## src/rtl/axis_video_unpack_if.sv

```systemverilog
// Stream bundle for axis_video_unpack: AXI4-Stream video input and the
// FIFO-style image stream toward the blur process.
interface axis_video_unpack_if #(
    parameter int DATA_W = 24
);
    logic [DATA_W-1:0] s_axis_tdata;
    logic              s_axis_tvalid;
    logic              s_axis_tready;
    logic              s_axis_tuser;
    logic              s_axis_tlast;
    logic [DATA_W-1:0] img_data_stream_din;
    logic              img_data_stream_write;
    logic              img_data_stream_full_n;
    logic              img_data_stream_blk_n;

    modport slave (
        input  s_axis_tdata, s_axis_tvalid, s_axis_tuser, s_axis_tlast,
        input  img_data_stream_full_n,
        output s_axis_tready, img_data_stream_din, img_data_stream_write,
        output img_data_stream_blk_n
    );

    modport master (
        output s_axis_tdata, s_axis_tvalid, s_axis_tuser, s_axis_tlast,
        output img_data_stream_full_n,
        input  s_axis_tready, img_data_stream_din, img_data_stream_write,
        input  img_data_stream_blk_n
    );
endinterface

```

## src/rtl/axis_video_unpack.sv

```systemverilog
// Frame input stage: locks onto SOF, forwards rows x cols pixels to the blur
// FIFO, pads short lines with the last pixel and drains over-long lines.
module axis_video_unpack #(
    parameter int DATA_W = 24,
    parameter int DIM_W  = 12
) (
    input  logic             ap_clk,
    input  logic             ap_rst,
    input  logic             ap_start,
    output logic             ap_done,
    output logic             ap_ready,
    output logic             ap_idle,
    input  logic [DIM_W-1:0] rows,
    input  logic [DIM_W-1:0] cols,
    axis_video_unpack_if.slave vif,
    output logic             err_early_eol,
    output logic             err_late_eol
);
    typedef enum logic [2:0] {IDLE, WAIT_SOF, ROW, PAD, DRAIN, DONE} state_t;

    state_t            state_q, state_d;
    logic [DIM_W-1:0]  row_cnt_q, row_cnt_d, col_cnt_q, col_cnt_d;
    logic [DIM_W-1:0]  rows_q, rows_d, cols_q, cols_d;
    logic [DATA_W-1:0] last_pix_q, last_pix_d;
    logic              early_q, early_d, late_q, late_d;
    logic              last_col, beat_acc, eor;

    assign last_col      = (col_cnt_q == cols_q - DIM_W'(1));
    assign err_early_eol = early_q;
    assign err_late_eol  = late_q;

    always_comb begin
        state_d    = state_q;
        row_cnt_d  = row_cnt_q;
        col_cnt_d  = col_cnt_q;
        rows_d     = rows_q;
        cols_d     = cols_q;
        last_pix_d = last_pix_q;
        early_d    = early_q;
        late_d     = late_q;
        beat_acc   = 1'b0;
        eor        = 1'b0;
        ap_done    = 1'b0;
        ap_ready   = 1'b0;
        ap_idle    = 1'b0;
        vif.s_axis_tready         = 1'b0;
        vif.img_data_stream_write = 1'b0;
        vif.img_data_stream_din   = '0;
        vif.img_data_stream_blk_n = 1'b1;

        case (state_q)
            IDLE: begin
                ap_idle = 1'b1;
                if (ap_start) begin
                    rows_d    = rows;
                    cols_d    = cols;
                    early_d   = 1'b0;
                    late_d    = 1'b0;
                    row_cnt_d = '0;
                    col_cnt_d = '0;
                    state_d   = (rows == '0 || cols == '0) ? DONE : WAIT_SOF;
                end
            end
            WAIT_SOF: begin
                // Junk beats before SOF are swallowed even while the FIFO is full.
                vif.s_axis_tready       = vif.s_axis_tuser ? vif.img_data_stream_full_n : 1'b1;
                vif.img_data_stream_din = vif.s_axis_tdata;
                if (vif.s_axis_tvalid && vif.s_axis_tuser) begin
                    vif.img_data_stream_write = vif.img_data_stream_full_n;
                    vif.img_data_stream_blk_n = vif.img_data_stream_full_n;
                    beat_acc                  = vif.img_data_stream_full_n;
                end
            end
            ROW: begin
                vif.s_axis_tready         = vif.img_data_stream_full_n;
                vif.img_data_stream_din   = vif.s_axis_tdata;
                vif.img_data_stream_write = vif.s_axis_tvalid & vif.img_data_stream_full_n;
                vif.img_data_stream_blk_n = vif.img_data_stream_full_n;
                beat_acc                  = vif.s_axis_tvalid & vif.img_data_stream_full_n;
            end
            PAD: begin
                vif.img_data_stream_din   = last_pix_q;
                vif.img_data_stream_write = vif.img_data_stream_full_n;
                vif.img_data_stream_blk_n = vif.img_data_stream_full_n;
                if (vif.img_data_stream_full_n) begin
                    if (last_col) eor = 1'b1;
                    else          col_cnt_d = col_cnt_q + DIM_W'(1);
                end
            end
            DRAIN: begin
                vif.s_axis_tready = 1'b1;
                if (vif.s_axis_tvalid && vif.s_axis_tlast) eor = 1'b1;
            end
            DONE: begin
                ap_done  = 1'b1;
                ap_ready = 1'b1;
                state_d  = IDLE;
            end
            default: state_d = IDLE;
        endcase

        if (beat_acc) begin
            if (!last_col) begin
                col_cnt_d = col_cnt_q + DIM_W'(1);
                if (vif.s_axis_tlast) begin
                    early_d    = 1'b1;
                    last_pix_d = vif.s_axis_tdata;
                    state_d    = PAD;
                end else begin
                    state_d    = ROW;
                end
            end else if (vif.s_axis_tlast) begin
                eor = 1'b1;
            end else begin
                late_d  = 1'b1;
                state_d = DRAIN;
            end
        end

        if (eor) begin
            if (row_cnt_q == rows_q - DIM_W'(1)) begin
                state_d = DONE;
            end else begin
                row_cnt_d = row_cnt_q + DIM_W'(1);
                col_cnt_d = '0;
                state_d   = ROW;
            end
        end
    end

    always_ff @(posedge ap_clk) begin
        if (ap_rst) begin
            state_q   <= IDLE;
            row_cnt_q <= '0;
            col_cnt_q <= '0;
            early_q   <= 1'b0;
            late_q    <= 1'b0;
        end else begin
            state_q   <= state_d;
            row_cnt_q <= row_cnt_d;
            col_cnt_q <= col_cnt_d;
            early_q   <= early_d;
            late_q    <= late_d;
        end
    end

    // Frame geometry and pad pixel are only read after a start, so no reset.
    always_ff @(posedge ap_clk) begin
        rows_q     <= rows_d;
        cols_q     <= cols_d;
        last_pix_q <= last_pix_d;
    end
endmodule

```

## src/flat_wrapper.sv

```systemverilog
// flat-port wrapper written by rule: the top's interface ports become plain ports
module axis_video_unpack_flat 
#(
    parameter int DATA_W = 24,
    parameter int DIM_W  = 12
)
  (ap_clk, ap_rst, ap_start, ap_done, ap_ready, ap_idle, rows, cols, err_early_eol, err_late_eol, vif_s_axis_tdata, vif_s_axis_tvalid, vif_s_axis_tuser, vif_s_axis_tlast, vif_img_data_stream_full_n, vif_s_axis_tready, vif_img_data_stream_din, vif_img_data_stream_write, vif_img_data_stream_blk_n);
  axis_video_unpack_if #(.DATA_W(DATA_W)) vif_i ();
  input  logic ap_clk;
  input  logic ap_rst;
  input  logic ap_start;
  output logic ap_done;
  output logic ap_ready;
  output logic ap_idle;
  input  logic [DIM_W-1:0] rows;
  input  logic [DIM_W-1:0] cols;
  output logic err_early_eol;
  output logic err_late_eol;
  input wire logic [$bits(vif_i.s_axis_tdata)-1:0] vif_s_axis_tdata;
  input wire logic [$bits(vif_i.s_axis_tvalid)-1:0] vif_s_axis_tvalid;
  input wire logic [$bits(vif_i.s_axis_tuser)-1:0] vif_s_axis_tuser;
  input wire logic [$bits(vif_i.s_axis_tlast)-1:0] vif_s_axis_tlast;
  input wire logic [$bits(vif_i.img_data_stream_full_n)-1:0] vif_img_data_stream_full_n;
  output wire logic [$bits(vif_i.s_axis_tready)-1:0] vif_s_axis_tready;
  output wire logic [$bits(vif_i.img_data_stream_din)-1:0] vif_img_data_stream_din;
  output wire logic [$bits(vif_i.img_data_stream_write)-1:0] vif_img_data_stream_write;
  output wire logic [$bits(vif_i.img_data_stream_blk_n)-1:0] vif_img_data_stream_blk_n;
  assign vif_i.s_axis_tdata = vif_s_axis_tdata;
  assign vif_i.s_axis_tvalid = vif_s_axis_tvalid;
  assign vif_i.s_axis_tuser = vif_s_axis_tuser;
  assign vif_i.s_axis_tlast = vif_s_axis_tlast;
  assign vif_i.img_data_stream_full_n = vif_img_data_stream_full_n;
  assign vif_s_axis_tready = vif_i.s_axis_tready;
  assign vif_img_data_stream_din = vif_i.img_data_stream_din;
  assign vif_img_data_stream_write = vif_i.img_data_stream_write;
  assign vif_img_data_stream_blk_n = vif_i.img_data_stream_blk_n;
  axis_video_unpack #(.DATA_W(DATA_W), .DIM_W(DIM_W)) u_core (.ap_clk(ap_clk), .ap_rst(ap_rst), .ap_start(ap_start), .ap_done(ap_done), .ap_ready(ap_ready), .ap_idle(ap_idle), .rows(rows), .cols(cols), .vif(vif_i), .err_early_eol(err_early_eol), .err_late_eol(err_late_eol));
endmodule
```

## config.mk

```make
export PLATFORM = sky130hd
export DESIGN_NAME = axis_video_unpack_flat
export DESIGN_NICKNAME = d
export VERILOG_FILES = /design/src/rtl/axis_video_unpack_if.sv /design/src/rtl/axis_video_unpack.sv /design/src/flat_wrapper.sv
export SDC_FILE = /design/constraint.sdc
export NUM_CORES = 1
export LEC_CHECK = 0
export BUFFER_PORTS_ARGS = -buffer_cell sky130_fd_sc_hd__buf_4
export CORE_MARGIN = 3
export CORE_UTILIZATION = 35
export DETAILED_ROUTE_END_ITERATION = 6
export REMOVE_ABC_BUFFERS = 1
export SLEW_MARGIN = 40
export SYNTH_ARGS = -nofsm -noshare
export SYNTH_HDL_FRONTEND = slang
export SYNTH_SLANG_ARGS = --single-unit
```

## constraint.sdc

```tcl
create_clock -name ap_clk -period 3.4 [get_ports ap_clk]
set_input_delay 0.68 -clock ap_clk [delete_from_list [all_inputs] [get_ports ap_clk]]
set_output_delay 0.68 -clock ap_clk [all_outputs]
set_load 0.02 [all_outputs]
```

Yosys cells after proc, flatten, opt, wreduce, memory -nomap -nowiden
Index checks and enable logic that the tools add are counted.
Operators by class
  add/subtract/negate cells: 4
  equality and inequality tests: 7
  mux-type cells: 48
  bitwise gates (word level): 2
  reductions and logical operators: 11
Operators with widths (number)
  $mux W12: 11
  $pmux W24 S2: 1
  $add A12 B1 Y12 const B: 2
  $eq A12 B12 Y1: 2
  $logic_not A12 Y1: 2
  $pmux W12 S2: 1
  $sub A12 B1 Y12 const B: 2
  $mux W1: 22
  $mux W3: 7
  $eq A3 B2 Y1 const B: 2
  $eq A3 B3 Y1 const B: 2
  $pmux W1 S2: 3
  $pmux W1 S3: 2
  $pmux W3 S2: 1
  $reduce_or A2 Y1: 2
  $reduce_or A4 Y1: 1
  $eq A3 B1 Y1 const B: 1
  $logic_not A3 Y1: 1
  $reduce_and A3 Y1: 1
  $logic_and A1 B1 Y1: 2
  $reduce_and A2 Y1: 1
  $and A1 B1 Y1: 1
  $logic_or A1 B1 Y1: 1
  $not A1 Y1: 1
Storage, ports and cells
  register bits: 77
  bits of input ports: 55
  output and inout bits: 32
  word-level logic and storage cells: 80

Depth between registers and ports, before layout
  depth in word-level cells: 9
  mapped depth: 11
  depth with buffers taken out: 10

Worst setup path after synthesis
OpenSTA, ideal clock, no wires.
  kind: reg-to-reg
  start: reg u_core.cols_q[0]
  end: reg u_core.last_pix_q[0], enable pin
  setup time: 0.405 ns
  arrival time: 2.615 ns
  required time: 2.995 ns
  slack: 0.380 ns
  stages on the path, launching flop included: 10
  path buffers: 0
  clock period less this slack: 3.020 ns
  cells stage by stage: edfxtp_1 inv_1 ha_1 nor2b_1 nand3b_1 xnor2_1 nor3_1 nand3b_1 nand2_1 nor2_1
Between the ends
  word-level cells in the longest chain between the ends: 4
Ends and longest elaborated chain
  start: declaration: RTL line axis_video_unpack.sv:23  | logic [DIM_W-1:0] rows_q, rows_d, cols_q, cols_d;
  start signal: assignment: RTL line axis_video_unpack.sv:150  | cols_q <= cols_d;
  $sub A12 B1 Y12: RTL line axis_video_unpack.sv:28  | assign last_col = (col_cnt_q == cols_q - DIM_W'(1));
  $eq A12 B12 Y1: RTL line axis_video_unpack.sv:28
  $not A1 Y1 (no source line)
  $reduce_and A3 Y1 (no source line)
  end signal: assignment: RTL line axis_video_unpack.sv:151  | last_pix_q <= last_pix_d;
  end: declaration: RTL line axis_video_unpack.sv:24  | logic [DATA_W-1:0] last_pix_q, last_pix_d;
No other way between the ends.
A chain may end at the register's enable or synchronous reset.

Worst setup path after layout
  start: reg u_core.cols_q[3]
  end: reg u_core.row_cnt_q[5]
Between the ends
  word-level cells in the longest chain between the ends: 9
Ends and longest elaborated chain
  $sub A12 B1 Y12 (*): RTL line axis_video_unpack.sv:28
  $eq A12 B12 Y1 (*): RTL line axis_video_unpack.sv:28
  $mux W1: RTL line axis_video_unpack.sv:86  | if (last_col) eor = 1'b1;
  $mux W1: RTL line axis_video_unpack.sv:85  | if (vif.img_data_stream_full_n) begin
  $pmux W1 S2: RTL line axis_video_unpack.sv:51  | case (state_q)
  $mux W1: RTL line axis_video_unpack.sv:112  | end else if (vif.s_axis_tlast) begin
  $mux W1: RTL line axis_video_unpack.sv:103  | if (!last_col) begin
  $mux W1 (*): RTL line axis_video_unpack.sv:102  | if (beat_acc) begin
  $mux W12 (*): RTL line axis_video_unpack.sv:120  | if (eor) begin
  end signal: assignment: RTL line axis_video_unpack.sv:140  | row_cnt_q <= row_cnt_d;
  end: declaration: RTL line axis_video_unpack.sv:22  | logic [DIM_W-1:0] row_cnt_q, row_cnt_d, col_cnt_q, col_cnt_d;
Mark *: on every way between the ends. The rest lies on a longest branch, timed or not.

==> impl_metrics.ini <==
[run_status]
run_status = completed

[power_and_ir_drop]
leakage_uw = 0.001951
clock_power_share_pct = 41.7
power_frac_comb_pct = 14.3
power.share.switching_pct = 26.23
power.sequential.fraction_pct = 44.0
switchingPower_uw = 634.5
power_report.internal_total_uw = 1784
max-vdd-ir-drop_v = 0.0001987
total_power_uw = 2419
power.density_cell_area_nw_per_um2 = 469.7

[synthesis]
synth-edff-count = 48
netlist_top_cells_area = sky130_fd_sc_hd__edfxtp_1, sky130_fd_sc_hd__dfxtp_1, sky130_fd_sc_hd__a22o_1, sky130_fd_sc_hd__xnor2_1, sky130_fd_sc_hd__nand3_1
yosysWarnings = 0
yosysUniqueCellTypes = 59
cell_type_contributing_the_most_total_cell_area_after_synthesis = sky130_fd_sc_hd__edfxtp_1
netlist_instances = 390
synth_sequential_area_ratio_pct = 50.12
syn_area_um2 = 4034
synth_area_per_cell_um2 = 10.34
synth_seq_cells = 77
synth.top_cells.by_count = sky130_fd_sc_hd__edfxtp_1, sky130_fd_sc_hd__nand3_1, sky130_fd_sc_hd__dfxtp_1
synth_async_sr_flop_share_pct = 0
synth_largest_type_area_fraction_pct = 35.73
cell_with_the_most_instances_after_synthesis = sky130_fd_sc_hd__edfxtp_1
synthFlopType = sky130_fd_sc_hd__edfxtp_1

[global_routing]
first_global_vias = 3059
track_usage_pct = 14.22
grt_pass1_wl_mm = 14.78
antenna_found_initial = 0
grt_max_degree = 25
grt-ovfl-total = 0

[worst_setup_path]
launching_element_of_the_worst_setup_path = u_core.cols_q[3]$_DFFE_PP_
r2r_start = u_core.cols_q[3]$_DFFE_PP_
kind_of_critical_path = reg -> reg
setup.worst_path.end_class = register
required_ns = 3.62
critPathArrivalTime_ns = 3.33
worst-path-max-fanout = 6
start_kind = register

[die]
rows = 38
core-area_um2 = 11030
start_util_pct = 36.57
dieArea_um2 = 12850
die_w_um = 113.4
ios = 87
die_h_um = 113.4

[flow_run]
max-cap-violations = 0

[layout]
fillers = 1043
num-nets-final = 535
drive_above_1_share_pct = 25.78
num_antenna_cells = 0
fin_util_pct = 46.69
layout.area.seq_um2 = 2022
multi_input_comb_area_um2 = 1888
area_grow_syn2layout_pct = 27.67

[clock_tree]
clock_tree.buffer_depth = 2
cts.repair.resized = 0
cts-hold-fix-buffers = 0
tritoncts = built
cts_post_setup_buffers_inserted = 0
number_of_clock_buffers_inserted_by_tritoncts = 9
worstSkewPairLatency_ns = 0.33
cts_max_level = 3
cts.clk_slew.worst_paths_ns = 0.06
clock_sinks = 77
clockRootBuffer = sky130_fd_sc_hd__clkbuf_16

[timing]
clock-skew-final_ns = 0.005204
timing.final.setup_violations = 0
relSlewSlack_pct = 58.87
finalCritPeriodShare_pct = 91.43
worst_hold_slack_ns = 0.4487
finalSetupTns_ns = 0
timing_worst_slew_pin_value_ns = 0.6156
finalWorstPathRequiredPeriod_ns = 3.109
timing_hold_violations_final = 0
max_freq_mhz = 321.7
slew_violations = 0
rsz_0062_raised_after_global_routing = no

[placement]
port_buffers = 86
gp_congestion = 0.8367
detail_placement_hpwl_mm = 6.856

[route]
drt-vias-per-instance = 5.134
detail_route.drc_violations = 0
totalWireLength_mm = 9.026
1st_iter_drt_viols = 202
final_antenna_net_count = 0
post_dr_wirelength_cell_um = 14.53
dr_total_vias = 3188
pre_antenna_drt_iters = 4

[min_path]
timing.hold.worst.start = u_core.err_late_eol$_SDFF_PP0_
hold_path.class = reg -> reg
-- critical path, cell delays in order (launching register included) --
cell	delay [ns]
sky130_fd_sc_hd__edfxtp_1	0.47
sky130_fd_sc_hd__nor4_2	0.45
sky130_fd_sc_hd__o21ai_0	0.16
sky130_fd_sc_hd__o22a_1	0.21
sky130_fd_sc_hd__a2111oi_1	0.51
sky130_fd_sc_hd__nand4b_1	0.27
sky130_fd_sc_hd__a21oi_1	0.34
sky130_fd_sc_hd__nor2_1	0.17
sky130_fd_sc_hd__a221o_2	0.41
-- logic make-up (layout without fill, tap and decap cells) --
family	Yosys count	after routing	share of synthesized area, %
compound gates	94	94	17.15
xor+xnor	38	38	8.251
fa+ha+maj	4	4	1.241
buf+inv	34	125	3.536
flops	77	77	50.12
mux	3	3	0.7754
simple gates	140	140	18.92
-- power by group through the flow --
| stage | registers, uW | clock network [uW] | logic (uW) |
|---|---|---|---|
| 2_1_floorplan | 1080 | 0 | 198 |
| 3_3_place_gp | 1080 | 0 | 344 |
| 3_5_place_dp | 1090 | 0 | 349 |
| 4_1_cts | 1070 | 1030 | 350 |
| 5_1_grt | 1070 | 1070 | 380 |
| 6_report | 1070 | 1010 | 346 |
-- cell usage in the layout, fill, tap and decap left out, drive strengths merged, types with 2 or more instances in the layout --
master | netlist | routed
and2 | 4 | 4
nor3b | 2 | 2
nor2 | 18 | 18
mux2i | 2 | 2
or2 | 2 | 2
nand4b | 3 | 3
a22o | 29 | 29
ha | 4 | 4
inv | 18 | 23
a211o | 4 | 4
a221oi | 4 | 4
or3 | 6 | 6
nand2 | 20 | 20
nand3 | 31 | 31
buf | 7 | 91
a221o | 2 | 2
dfxtp | 29 | 29
a21o | 3 | 3
o221ai | 2 | 2
o21ai | 16 | 16
nor4 | 12 | 12
nor2b | 4 | 4
xor2 | 12 | 12
o211ai | 2 | 2
nor3 | 11 | 11
xnor2 | 26 | 26
a21oi | 18 | 18
a31oi | 3 | 3
edfxtp | 48 | 48
and3 | 8 | 8
a2111oi | 2 | 2
clkbuf | 9 | 9
nand3b | 3 | 3
nand2b | 12 | 12
-- worst paths after layout --
| kind | slack (ns) | cells after the start | endpoint |
|---|---|---|---|
| worst min register to register | 0.45 | 2 | u_core.err_late_eol$_SDFF_PP0_ |
| worst min-delay path | 0.45 | 2 | u_core.err_late_eol$_SDFF_PP0_ |
| worst max register to register | 0.29 | 8 | u_core.row_cnt_q[5]$_SDFF_PP0_ |
| worst max-delay path | 0.29 | 8 | u_core.row_cnt_q[5]$_SDFF_PP0_ |
-- registers in the layout, summed over array words and instances, names as in the netlist --
name and count:
u_core.state_q 3, u_core.rows_q 12, u_core.last_pix_q 24, u_core.col_cnt_q 12
u_core.err_late_eol 1, u_core.row_cnt_q 12, u_core.err_early_eol 1, u_core.cols_q 12
-- layout make-up --
cell class	count	area share, %
Sequential cell	77	39.26
Timing Repair Buffer	91	13.27
Clock buffer	9	4.373
Clock inverter	7	1.725
Tap cell	140	3.401
Multi-Input combinational cell	279	36.66
Inverter	18	1.312
-- metrics by stage --
stage	cell area (um^2)	setup slack (ns)	cells
final	5150	0.2912	621
after global routing	5150	0.01443	621
after CTS	5145	0.2933	621
after detailed placement	4831	0.3023	605
after global placement	4823	0.4140	605
after floorplan	3959	0.3824	374
-- layer usage --
| layer | routed length, um | vias up | global-route usage, % |
|---|---|---|---|
| met5 | 0 | - | 0 |
| met4 | 95 | 0 | 4.327 |
| met3 | 511 | 7 | 3.583 |
| met2 | 3975 | 93 | 22.27 |
| met1 | 4444 | 1449 | 19.47 |
| li1 | - | 1639 | - |
Note: power is estimated with default switching activity, not from simulation.
